**src/rtl/output_pack_mem_if.sv**
```systemverilog
// Pixel-in / write-out bundle for output_pack_mem. The compute side drives through
// master; the packer sits on slave.
interface output_pack_mem_if #(
  parameter int ADDR_W = 16
);
  logic              frame_start;
  logic              pixel_valid;
  logic [7:0]        pixel_data;
  logic              pixel_last;
  logic [ADDR_W-1:0] WriteAddress;
  logic [127:0]      WriteBus;
  logic              WriteEnable;
  logic              write_bank;
  logic              read_bank;
  logic              busy;
  logic              frame_done;
  logic              overflow;

  modport master (
    output frame_start, pixel_valid, pixel_data, pixel_last,
    input  WriteAddress, WriteBus, WriteEnable, write_bank, read_bank,
           busy, frame_done, overflow
  );

  modport slave (
    input  frame_start, pixel_valid, pixel_data, pixel_last,
    output WriteAddress, WriteBus, WriteEnable, write_bank, read_bank,
           busy, frame_done, overflow
  );
endinterface

```
**src/rtl/output_pack_mem.sv**
```systemverilog
// Packs 16 result bytes per 128-bit word into a double-buffered output memory.
// Define OUTPUT_PACK_FLUSH_EN to let pixel_last end a frame early with a zero-padded partial word.
module output_pack_mem_lane #(
  parameter int VEC_W = 8
) (
  input  logic             clock,
  input  logic             reset_n,
  input  logic             ld,
  input  logic             clr,
  input  logic [VEC_W-1:0] din,
  output logic [VEC_W-1:0] q,
  output logic [VEC_W-1:0] nxt
);
  always_comb nxt = ld ? din : (clr ? '0 : q);

  always_ff @(posedge clock or negedge reset_n) begin
    if (!reset_n) q <= '0;
    else          q <= nxt;
  end
endmodule

module output_pack_mem #(
  parameter int WORDS_PER_FRAME = 19200,
  parameter int ADDR_W          = 16
) (
  input  logic             clock,
  input  logic             reset_n,
  output_pack_mem_if.slave bus
);
  localparam int NUM_LANES = 16;
  localparam int VEC_W     = 8;
  localparam int CNT_W     = $clog2(NUM_LANES);
  localparam int WCNT_W    = ADDR_W - 1;
  localparam logic [WCNT_W-1:0] LAST_WORD = WCNT_W'(WORDS_PER_FRAME - 1);

  localparam logic [1:0] IDLE  = 2'd0;
  localparam logic [1:0] PACK  = 2'd1;
  localparam logic [1:0] DONE  = 2'd2;
`ifdef OUTPUT_PACK_FLUSH_EN
  localparam logic [1:0] FLUSH = 2'd3;
`endif

  logic [1:0]                       state_q, state_d;
  logic [CNT_W-1:0]                 byte_cnt_q, byte_cnt_d;
  logic [WCNT_W-1:0]                word_cnt_q, word_cnt_d;
  logic                             bank_q, bank_d;
  logic                             ovf_q, ovf_d;
  logic                             we_q, we_d;
  logic                             done_q, done_d;
  logic [NUM_LANES*VEC_W-1:0]       bus_q, bus_d;
  logic [ADDR_W-1:0]                addr_q, addr_d;

  logic                             acc;
  logic [CNT_W-1:0]                 idx;
  logic [NUM_LANES-1:0]             lane_ld, lane_clr;
  logic [NUM_LANES-1:0][VEC_W-1:0]  asm_q, asm_nxt;

  // A byte is taken in PACK, or in IDLE when frame_start arrives in the same cycle.
  always_comb begin
    acc = bus.pixel_valid &&
          ((state_q == PACK) || ((state_q == IDLE) && bus.frame_start));
    idx = (state_q == PACK) ? byte_cnt_q : '0;
    for (int k = 0; k < NUM_LANES; k++) begin
      lane_ld[k]  = acc && (idx == CNT_W'(k));
      // Starting a word wipes the stale upper bytes so a flushed partial word reads zero there.
      lane_clr[k] = acc && (idx == '0) && (k != 0);
    end
  end

  output_pack_mem_lane #(.VEC_W(VEC_W)) u_lane [NUM_LANES-1:0] (
    .clock   (clock),
    .reset_n (reset_n),
    .ld      (lane_ld),
    .clr     (lane_clr),
    .din     (bus.pixel_data),
    .q       (asm_q),
    .nxt     (asm_nxt)
  );

  always_comb begin
    state_d    = state_q;
    byte_cnt_d = byte_cnt_q;
    word_cnt_d = word_cnt_q;
    bank_d     = bank_q;
    ovf_d      = ovf_q;
    we_d       = 1'b0;
    done_d     = 1'b0;
    bus_d      = bus_q;
    addr_d     = addr_q;

    if (bus.pixel_valid && !acc) ovf_d = 1'b1;

    case (state_q)
      IDLE: begin
        if (bus.frame_start) begin
          state_d    = PACK;
          word_cnt_d = '0;
          ovf_d      = 1'b0;
          byte_cnt_d = bus.pixel_valid ? CNT_W'(1) : '0;
        end
      end
      PACK: begin
        if (bus.pixel_valid) begin
          byte_cnt_d = byte_cnt_q + 1'b1;
          if (byte_cnt_q == '1) begin
            we_d       = 1'b1;
            bus_d      = asm_nxt;
            addr_d     = {bank_q, word_cnt_q};
            word_cnt_d = word_cnt_q + 1'b1;
            if (word_cnt_q == LAST_WORD) state_d = DONE;
`ifdef OUTPUT_PACK_FLUSH_EN
            else if (bus.pixel_last) state_d = DONE;
`endif
          end
`ifdef OUTPUT_PACK_FLUSH_EN
          else if (bus.pixel_last) state_d = FLUSH;
`endif
        end
      end
`ifdef OUTPUT_PACK_FLUSH_EN
      FLUSH: begin
        we_d       = 1'b1;
        bus_d      = asm_q;
        addr_d     = {bank_q, word_cnt_q};
        word_cnt_d = word_cnt_q + 1'b1;
        state_d    = DONE;
      end
`endif
      DONE: begin
        done_d  = 1'b1;
        bank_d  = ~bank_q;
        state_d = IDLE;
      end
      default: state_d = IDLE;
    endcase
  end

  always_ff @(posedge clock or negedge reset_n) begin
    if (!reset_n) begin
      state_q    <= IDLE;
      byte_cnt_q <= '0;
      word_cnt_q <= '0;
      bank_q     <= 1'b0;
      ovf_q      <= 1'b0;
      we_q       <= 1'b0;
      done_q     <= 1'b0;
      bus_q      <= '0;
      addr_q     <= '0;
    end else begin
      state_q    <= state_d;
      byte_cnt_q <= byte_cnt_d;
      word_cnt_q <= word_cnt_d;
      bank_q     <= bank_d;
      ovf_q      <= ovf_d;
      we_q       <= we_d;
      done_q     <= done_d;
      bus_q      <= bus_d;
      addr_q     <= addr_d;
    end
  end

  assign bus.WriteAddress = addr_q;
  assign bus.WriteBus     = bus_q;
  assign bus.WriteEnable  = we_q;
  assign bus.write_bank   = bank_q;
  assign bus.read_bank    = ~bank_q;
  assign bus.frame_done   = done_q;
  assign bus.overflow     = ovf_q;
`ifdef OUTPUT_PACK_FLUSH_EN
  assign bus.busy         = (state_q == PACK) || (state_q == FLUSH);
`else
  assign bus.busy         = (state_q == PACK);
  logic unused_last;
  assign unused_last      = bus.pixel_last;
`endif
endmodule
```
**src/flat_wrapper.sv**
```systemverilog
// flat-port wrapper written by rule: the top's interface ports become plain ports
module output_pack_mem_flat 
#(
  parameter int WORDS_PER_FRAME = 19200,
  parameter int ADDR_W          = 16
)
  (clock, reset_n, bus_frame_start, bus_pixel_valid, bus_pixel_data, bus_pixel_last, bus_WriteAddress, bus_WriteBus, bus_WriteEnable, bus_write_bank, bus_read_bank, bus_busy, bus_frame_done, bus_overflow);
  output_pack_mem_if #(.ADDR_W(ADDR_W)) bus_i ();
  input  logic clock;
  input  logic reset_n;
  input wire logic [$bits(bus_i.frame_start)-1:0] bus_frame_start;
  input wire logic [$bits(bus_i.pixel_valid)-1:0] bus_pixel_valid;
  input wire logic [$bits(bus_i.pixel_data)-1:0] bus_pixel_data;
  input wire logic [$bits(bus_i.pixel_last)-1:0] bus_pixel_last;
  output wire logic [$bits(bus_i.WriteAddress)-1:0] bus_WriteAddress;
  output wire logic [$bits(bus_i.WriteBus)-1:0] bus_WriteBus;
  output wire logic [$bits(bus_i.WriteEnable)-1:0] bus_WriteEnable;
  output wire logic [$bits(bus_i.write_bank)-1:0] bus_write_bank;
  output wire logic [$bits(bus_i.read_bank)-1:0] bus_read_bank;
  output wire logic [$bits(bus_i.busy)-1:0] bus_busy;
  output wire logic [$bits(bus_i.frame_done)-1:0] bus_frame_done;
  output wire logic [$bits(bus_i.overflow)-1:0] bus_overflow;
  assign bus_i.frame_start = bus_frame_start;
  assign bus_i.pixel_valid = bus_pixel_valid;
  assign bus_i.pixel_data = bus_pixel_data;
  assign bus_i.pixel_last = bus_pixel_last;
  assign bus_WriteAddress = bus_i.WriteAddress;
  assign bus_WriteBus = bus_i.WriteBus;
  assign bus_WriteEnable = bus_i.WriteEnable;
  assign bus_write_bank = bus_i.write_bank;
  assign bus_read_bank = bus_i.read_bank;
  assign bus_busy = bus_i.busy;
  assign bus_frame_done = bus_i.frame_done;
  assign bus_overflow = bus_i.overflow;
  output_pack_mem #(.WORDS_PER_FRAME(WORDS_PER_FRAME), .ADDR_W(ADDR_W)) u_core (.clock(clock), .reset_n(reset_n), .bus(bus_i));
endmodule
```
**config.mk**
```make
export PLATFORM = sky130hd
export DESIGN_NAME = output_pack_mem_flat
export DESIGN_NICKNAME = d
export VERILOG_FILES = /design/src/rtl/output_pack_mem_if.sv /design/src/rtl/output_pack_mem.sv /design/src/flat_wrapper.sv
export SDC_FILE = /design/constraint.sdc
export NUM_CORES = 1
export LEC_CHECK = 0
export CAP_MARGIN = 10
export CORE_MARGIN = 2
export CORE_UTILIZATION = 55
export CTS_CLUSTER_SIZE = 30
export DETAILED_ROUTE_END_ITERATION = 6
export PLACE_DENSITY = 0.8
export SYNTH_ARGS = -nofsm -noshare
export SYNTH_HDL_FRONTEND = slang
export SYNTH_HIERARCHICAL = 1
export SYNTH_SLANG_ARGS = --single-unit
```
**constraint.sdc**
```tcl
create_clock -name clock -period 12.5 [get_ports clock]
set_clock_uncertainty 0.15 [all_clocks]
set_input_delay 3.75 -clock clock [delete_from_list [all_inputs] [get_ports clock]]
set_output_delay 3.75 -clock clock [all_outputs]
set_load 0.005 [all_outputs]
```
Word level (Yosys, flattened, before mapping) --
Cells that the tools add are included.
Storage, ports and cells: bits in registers 297, input bits 13, logic and storage cells 131, output and inout port bits 150
Cells by class: reduce and logical (&&, ||, !) cells 28, add/subtract/negate cells 2, bitwise operators 1, equality and inequality tests 23, mux-type cells 52
Operators with widths (number):
- 8-bit 2-to-1 mux | 31
- 15-bit 2-to-1 mux | 3
- 4-bit == test, second input constant | 9
- 15-bit one-hot mux with 2 select lines | 1
- 1-bit logical AND | 19
- 4-bit by 3-bit == test with 1-bit output, second input constant | 4
- 15-bit by 1-bit adder with 15-bit output, second input constant | 1
- 15-bit == test, second input constant | 1
- 4-bit 2-to-1 mux | 3
- 4-bit by 2-bit == test with 1-bit output, second input constant | 2
- 1-bit 2-to-1 mux | 8
- 2-bit 2-to-1 mux | 4
- 4-bit one-hot mux with 2 select lines | 1
- 4-bit AND reduction | 2
- 3-bit AND reduction | 2
- 4-bit by 1-bit adder with 4-bit output, second input constant | 1
- 4-bit by 1-bit == test with 1-bit output, second input constant | 1
- 4-bit logical NOT | 1
- 2-bit by 1-bit != test with 1-bit output, second input constant | 2
- 2-bit != test, second input constant | 2
- 2-bit one-hot mux with 2 select lines | 1
- 2-bit by 1-bit == test with 1-bit output, second input constant | 1
- 2-bit == test, second input constant | 1
- 2-bit logical NOT | 1
- other kinds (4) | 4

Logic depth before layout (Yosys ltp) --
depth after elaboration 9, mapped depth 10, mapped depth without buffers 7

Hierarchy --
The synthesis kept the hierarchy.
By module, submodules not included:
- output_pack_mem | sequential area each 4229.1 um^2, cells an instance 467, area each 6720.2 um^2, instances 1
- output_pack_mem_lane | sequential area each 200.2 um^2, cells an instance 20, area each 307.8 um^2, instances 16

Least setup slack after synthesis --
Ideal clock, no wire load.
kind input to register, start input port bus_frame_start, end register u_core.bus_q[0], in the netlist u_core/bus.WriteBus[0], slack 3426 ps, required time 12225 ps, stages 7, arrival time 8800 ps, path buffers 1, path through nor3b_1 > o21ai_0 > nor2_1 > buf_6 > nor2_8 > a22o_1 > mux2_2
RTL lines:
- start, declared | RTL line flat_wrapper.sv:11 | input wire logic [$bits(bus_i.frame_start)-1:0] bus_frame_start;
- end signal, assigned | RTL line output_pack_mem.sv:157 | bus_q <= bus_d;
- end, declared | RTL line output_pack_mem.sv:50 | logic [NUM_LANES*VEC_W-1:0] bus_q, bus_d;

Final worst setup path --
start register u_core.state_q[1], end output port bus_busy
Between the ends: word-level cells in the longest chain between the ends 1
RTL lines:
- start, declared | RTL line output_pack_mem.sv:43 | logic [1:0] state_q, state_d;
- start signal, assigned | RTL line output_pack_mem.sv:150 | state_q <= state_d;
- 2-bit by 1-bit == test with 1-bit output | RTL line output_pack_mem.sv:172 | assign bus.busy = (state_q == PACK);
- end, declared | RTL line flat_wrapper.sv:20 | output wire logic [$bits(bus_i.busy)-1:0] bus_busy;
Every way passes these cells.

==> impl_metrics.csv <==
group,metric,value,unit
cells_and_area,nets,963,
job,drv_cap,0,
critical_path,rrSetupSlack,9.25,ns
clock_network,cts-hold-fix-buffers,0,
critical_path,r2r-start,"u_core/state_q[0]",
hold_path,worst_hold_path.num_cells,1,
critical_path,cp-end-kind,"output port",
place,place_congestion,0.7698,
synthesis,ys_types,44,
power,power_density,221.7,nW/um^2
cells_and_area,areaGrowthSynthToFinish,23.90,%
timing,slew_headroom,0.1897,
drt,drt_first_pass_iters,4,
place,hpwl,15260,um
power,ir_drop,178.4,uV
synthesis,syn_inst,787,
global_routing,grt_overflow_total,0,
place,dpl.cell_count,1192,
timing,final-max-slew-violation-count,0,
die,initial_core_util,0.5575,
power,leakage,0.006758,uW
hold_path,hp-class,"reg2reg",
clock_network,cts_buffers,29,
critical_path,critPathMaxFanout,16,
clock_network,clock_sinks,297,
drt,num_vias,7078,
clock_network,h-tree-depth,1,
timing,fin_ws,6.247,ns
timing,timing.final.crit_share,0.5002,
cells_and_area,stdcell_count,1246,
synthesis,synth_enable_flop_cells,0,
timing,hold_ws,0.3410,ns
drt,routed_wl,25290,um
timing,finalSetupTns,0,ns
cells_and_area,fillers,1408,
critical_path,startpoint_type,"flop",
outcome,status,"completed",
critical_path,arrival,2.35,ns
global_routing,grt_util_all_layers,0.2300,
global_routing,grt_pass1_wl,40230,um
die,rows,53,
drt,avgViaCountPerCell,5.681,
place,port_buffers,161,
timing,fmax,159.9,MHz
cells_and_area,layout_common_cells,"dfrtp_1 (297), clkdlybuf4s50_1 (160), mux2_2 (144)",
clock_network,cts_root_buffer,"clkbuf_16",
global_routing,grt_max_degree,179,
place,pre_cts_ws,5.792,ns
hold_path,min-delay-start,"u_core/u_lane[3]/q[3]",
die,core_area,20890,um^2
cells_and_area,diodes,0,
synthesis,async_reset_ff_frac,1.000,
global_routing,grt_antenna_before_repair,0,
critical_path,reg2reg_depth,7,
clock_network,cts_tree,"done",
synthesis,ys_seq_elements,297,
critical_path,required,8.60,ns
clock_network,cts_max_path_buffers,3,
die,chipHeight,149.5,um
hold_path,min_to,"u_core/u_lane[3]/q[3]",
clock_network,post_cts_buffers,0,
drt,drt-initial-drc-count,440,
synthesis,syn_area,11640,um^2
synthesis,ys_warn_count,6,
synthesis,syn_avg_cell_area,14.80,um^2
clock_network,clk_latency,0.54,ns
drt,ant_nets,0,
timing,period_minus_slack,6.253,ns
timing,rsz0062_at_grt,"no",
drt,wire_per_inst,20.30,um
cells_and_area,fin_util,0.6907,
die,io_pins,163,
clock_network,postCtsResizedCells,0,
synthesis,yosysSeqAreaShare,0.6382,
timing,hold_viol_final,0,
timing,worst_slew_pin_slew,1.212,ns
cells_and_area,final_common_cell,"dfrtp_1",
critical_path,setup.worst_path.class,"reg2out",
cells_and_area,area.sequential,7432,um^2
drt,drcViolationCount,0,
timing,setup_viol,0,
global_routing,grt_pass1_vias,7132,
cells_and_area,multiInputGateArea,3931,um^2
synthesis,ys.flop_type,"dfrtp_1",
critical_path,timing.rr.end,"u_core/bus.WriteBus[34]",
die,fp.dieW,149.5,um
die,dieArea,22350,um^2
cells_and_area,drive_gt1_frac,0.2327,
clock_network,cts.clk_slew.worst_paths,0.06,ns
-- area by class of cell --
class                           count  area share
Timing Repair Buffer              170      0.1176
Clock buffer                       38     0.05472
Inverter                            5    0.001301
Sequential cell                   297      0.5151
Clock inverter                     16     0.01492
Multi-Input combinational cell    445      0.2725
Tap cell                          275     0.02385
-- synth_stat cells (2+ instances only) --
cell type / instances / area share
nand2b_1: 21 / 0.011
dfrtp_1: 297 / 0.64
nand3b_1: 2 / 0.0013
a21oi_1: 10 / 0.0043
a41o_1: 2 / 0.0017
nand4_1: 4 / 0.0021
inv_1: 5 / 0.0016
nand3_1: 10 / 0.0043
or3_1: 6 / 0.0032
o21ai_1: 16 / 0.0069
o21ai_0: 9 / 0.0039
nand2_1: 29 / 0.0093
nor2_1: 24 / 0.0077
and3_1: 2 / 0.0011
nor2_8: 16 / 0.028
and4_1: 2 / 0.0015
o31ai_1: 2 / 0.0013
mux2_2: 144 / 0.14
a31oi_1: 3 / 0.0016
nor4_1: 5 / 0.0027
a211o_1: 2 / 0.0015
mux2i_1: 2 / 0.0017
or4_1: 2 / 0.0013
nor3_1: 2 / 0.00086
a22o_1: 113 / 0.085
ha_1: 2 / 0.0021
buf_2: 18 / 0.0077
clkbuf_1: 6 / 0.0019
buf_6: 16 / 0.015
-- worst max-delay path, cell delays in order (launching register included) --
cell and delay (ns):
dfrtp_1 0.47, nand2b_1 0.63, inv_1 0.22, clkdlybuf4s50_1 0.50
-- layer usage --
layer  part of all wire  track usage  up-vias
met5                  0            0        -
met2               0.47       0.3651      212
met3              0.067      0.05427       36
met4              0.019      0.05905        0
li1                   -            -     3218
met1               0.44       0.3233     3612
-- flip-flops by register name, indices dropped and copies added (netlist names) --
signal / count
u_core/bus.WriteBus: 128
u_core/u_lane/q: 128
u_core/bus.WriteAddress: 16
u_core/word_cnt_q: 15
u_core/byte_cnt_q: 4
u_core/state_q: 2
u_core/bus.WriteEnable: 1
u_core/bus.frame_done: 1
u_core/bus.overflow: 1
u_core/bus.write_bank: 1
-- power breakdown --
group	internal (uW)	switching (uW)	total (uW)
logic	524	342	866
clock network	549	361	910
registers	1280	148	1420
-- how the worst max path moves through the flow --
stage	startpoint	end	slack [ns]	cells after the start
after floorplan	bus_frame_start	u_core/bus.WriteBus[0]	3.43	7
after global placement	bus_frame_start	u_core/bus.WriteBus[103]	5.85	8
after detailed placement	bus_frame_start	u_core/bus.WriteBus[96]	5.79	8
after CTS	u_core/state_q[1]	bus_busy	6.23	3
after global routing	u_core/state_q[0]	bus_busy	6.08	3
final	u_core/state_q[1]	bus_busy	6.25	3
-- logic make-up after synthesis --
| kind of cell | Yosys count | synth area share |
|---|---|---|
| xor+xnor | 1 | 0.0007523 |
| buf+inv | 46 | 0.02740 |
| simple gates | 129 | 0.07693 |
| compound gates | 164 | 0.1121 |
| other cells | 1 | 0.0003220 |
| flops | 297 | 0.6382 |
| fa+ha+maj | 2 | 0.002149 |
| mux | 147 | 0.1422 |
-- stage by stage --
step	cell area (um^2)	total power (uW)
after floorplan	11650	1850
final	14430	3199
after global placement	13420	2265
after detailed placement	13420	2299
after CTS	14430	3228
after global routing	14430	3368
Note: power is estimated with default switching activity, not from simulation.
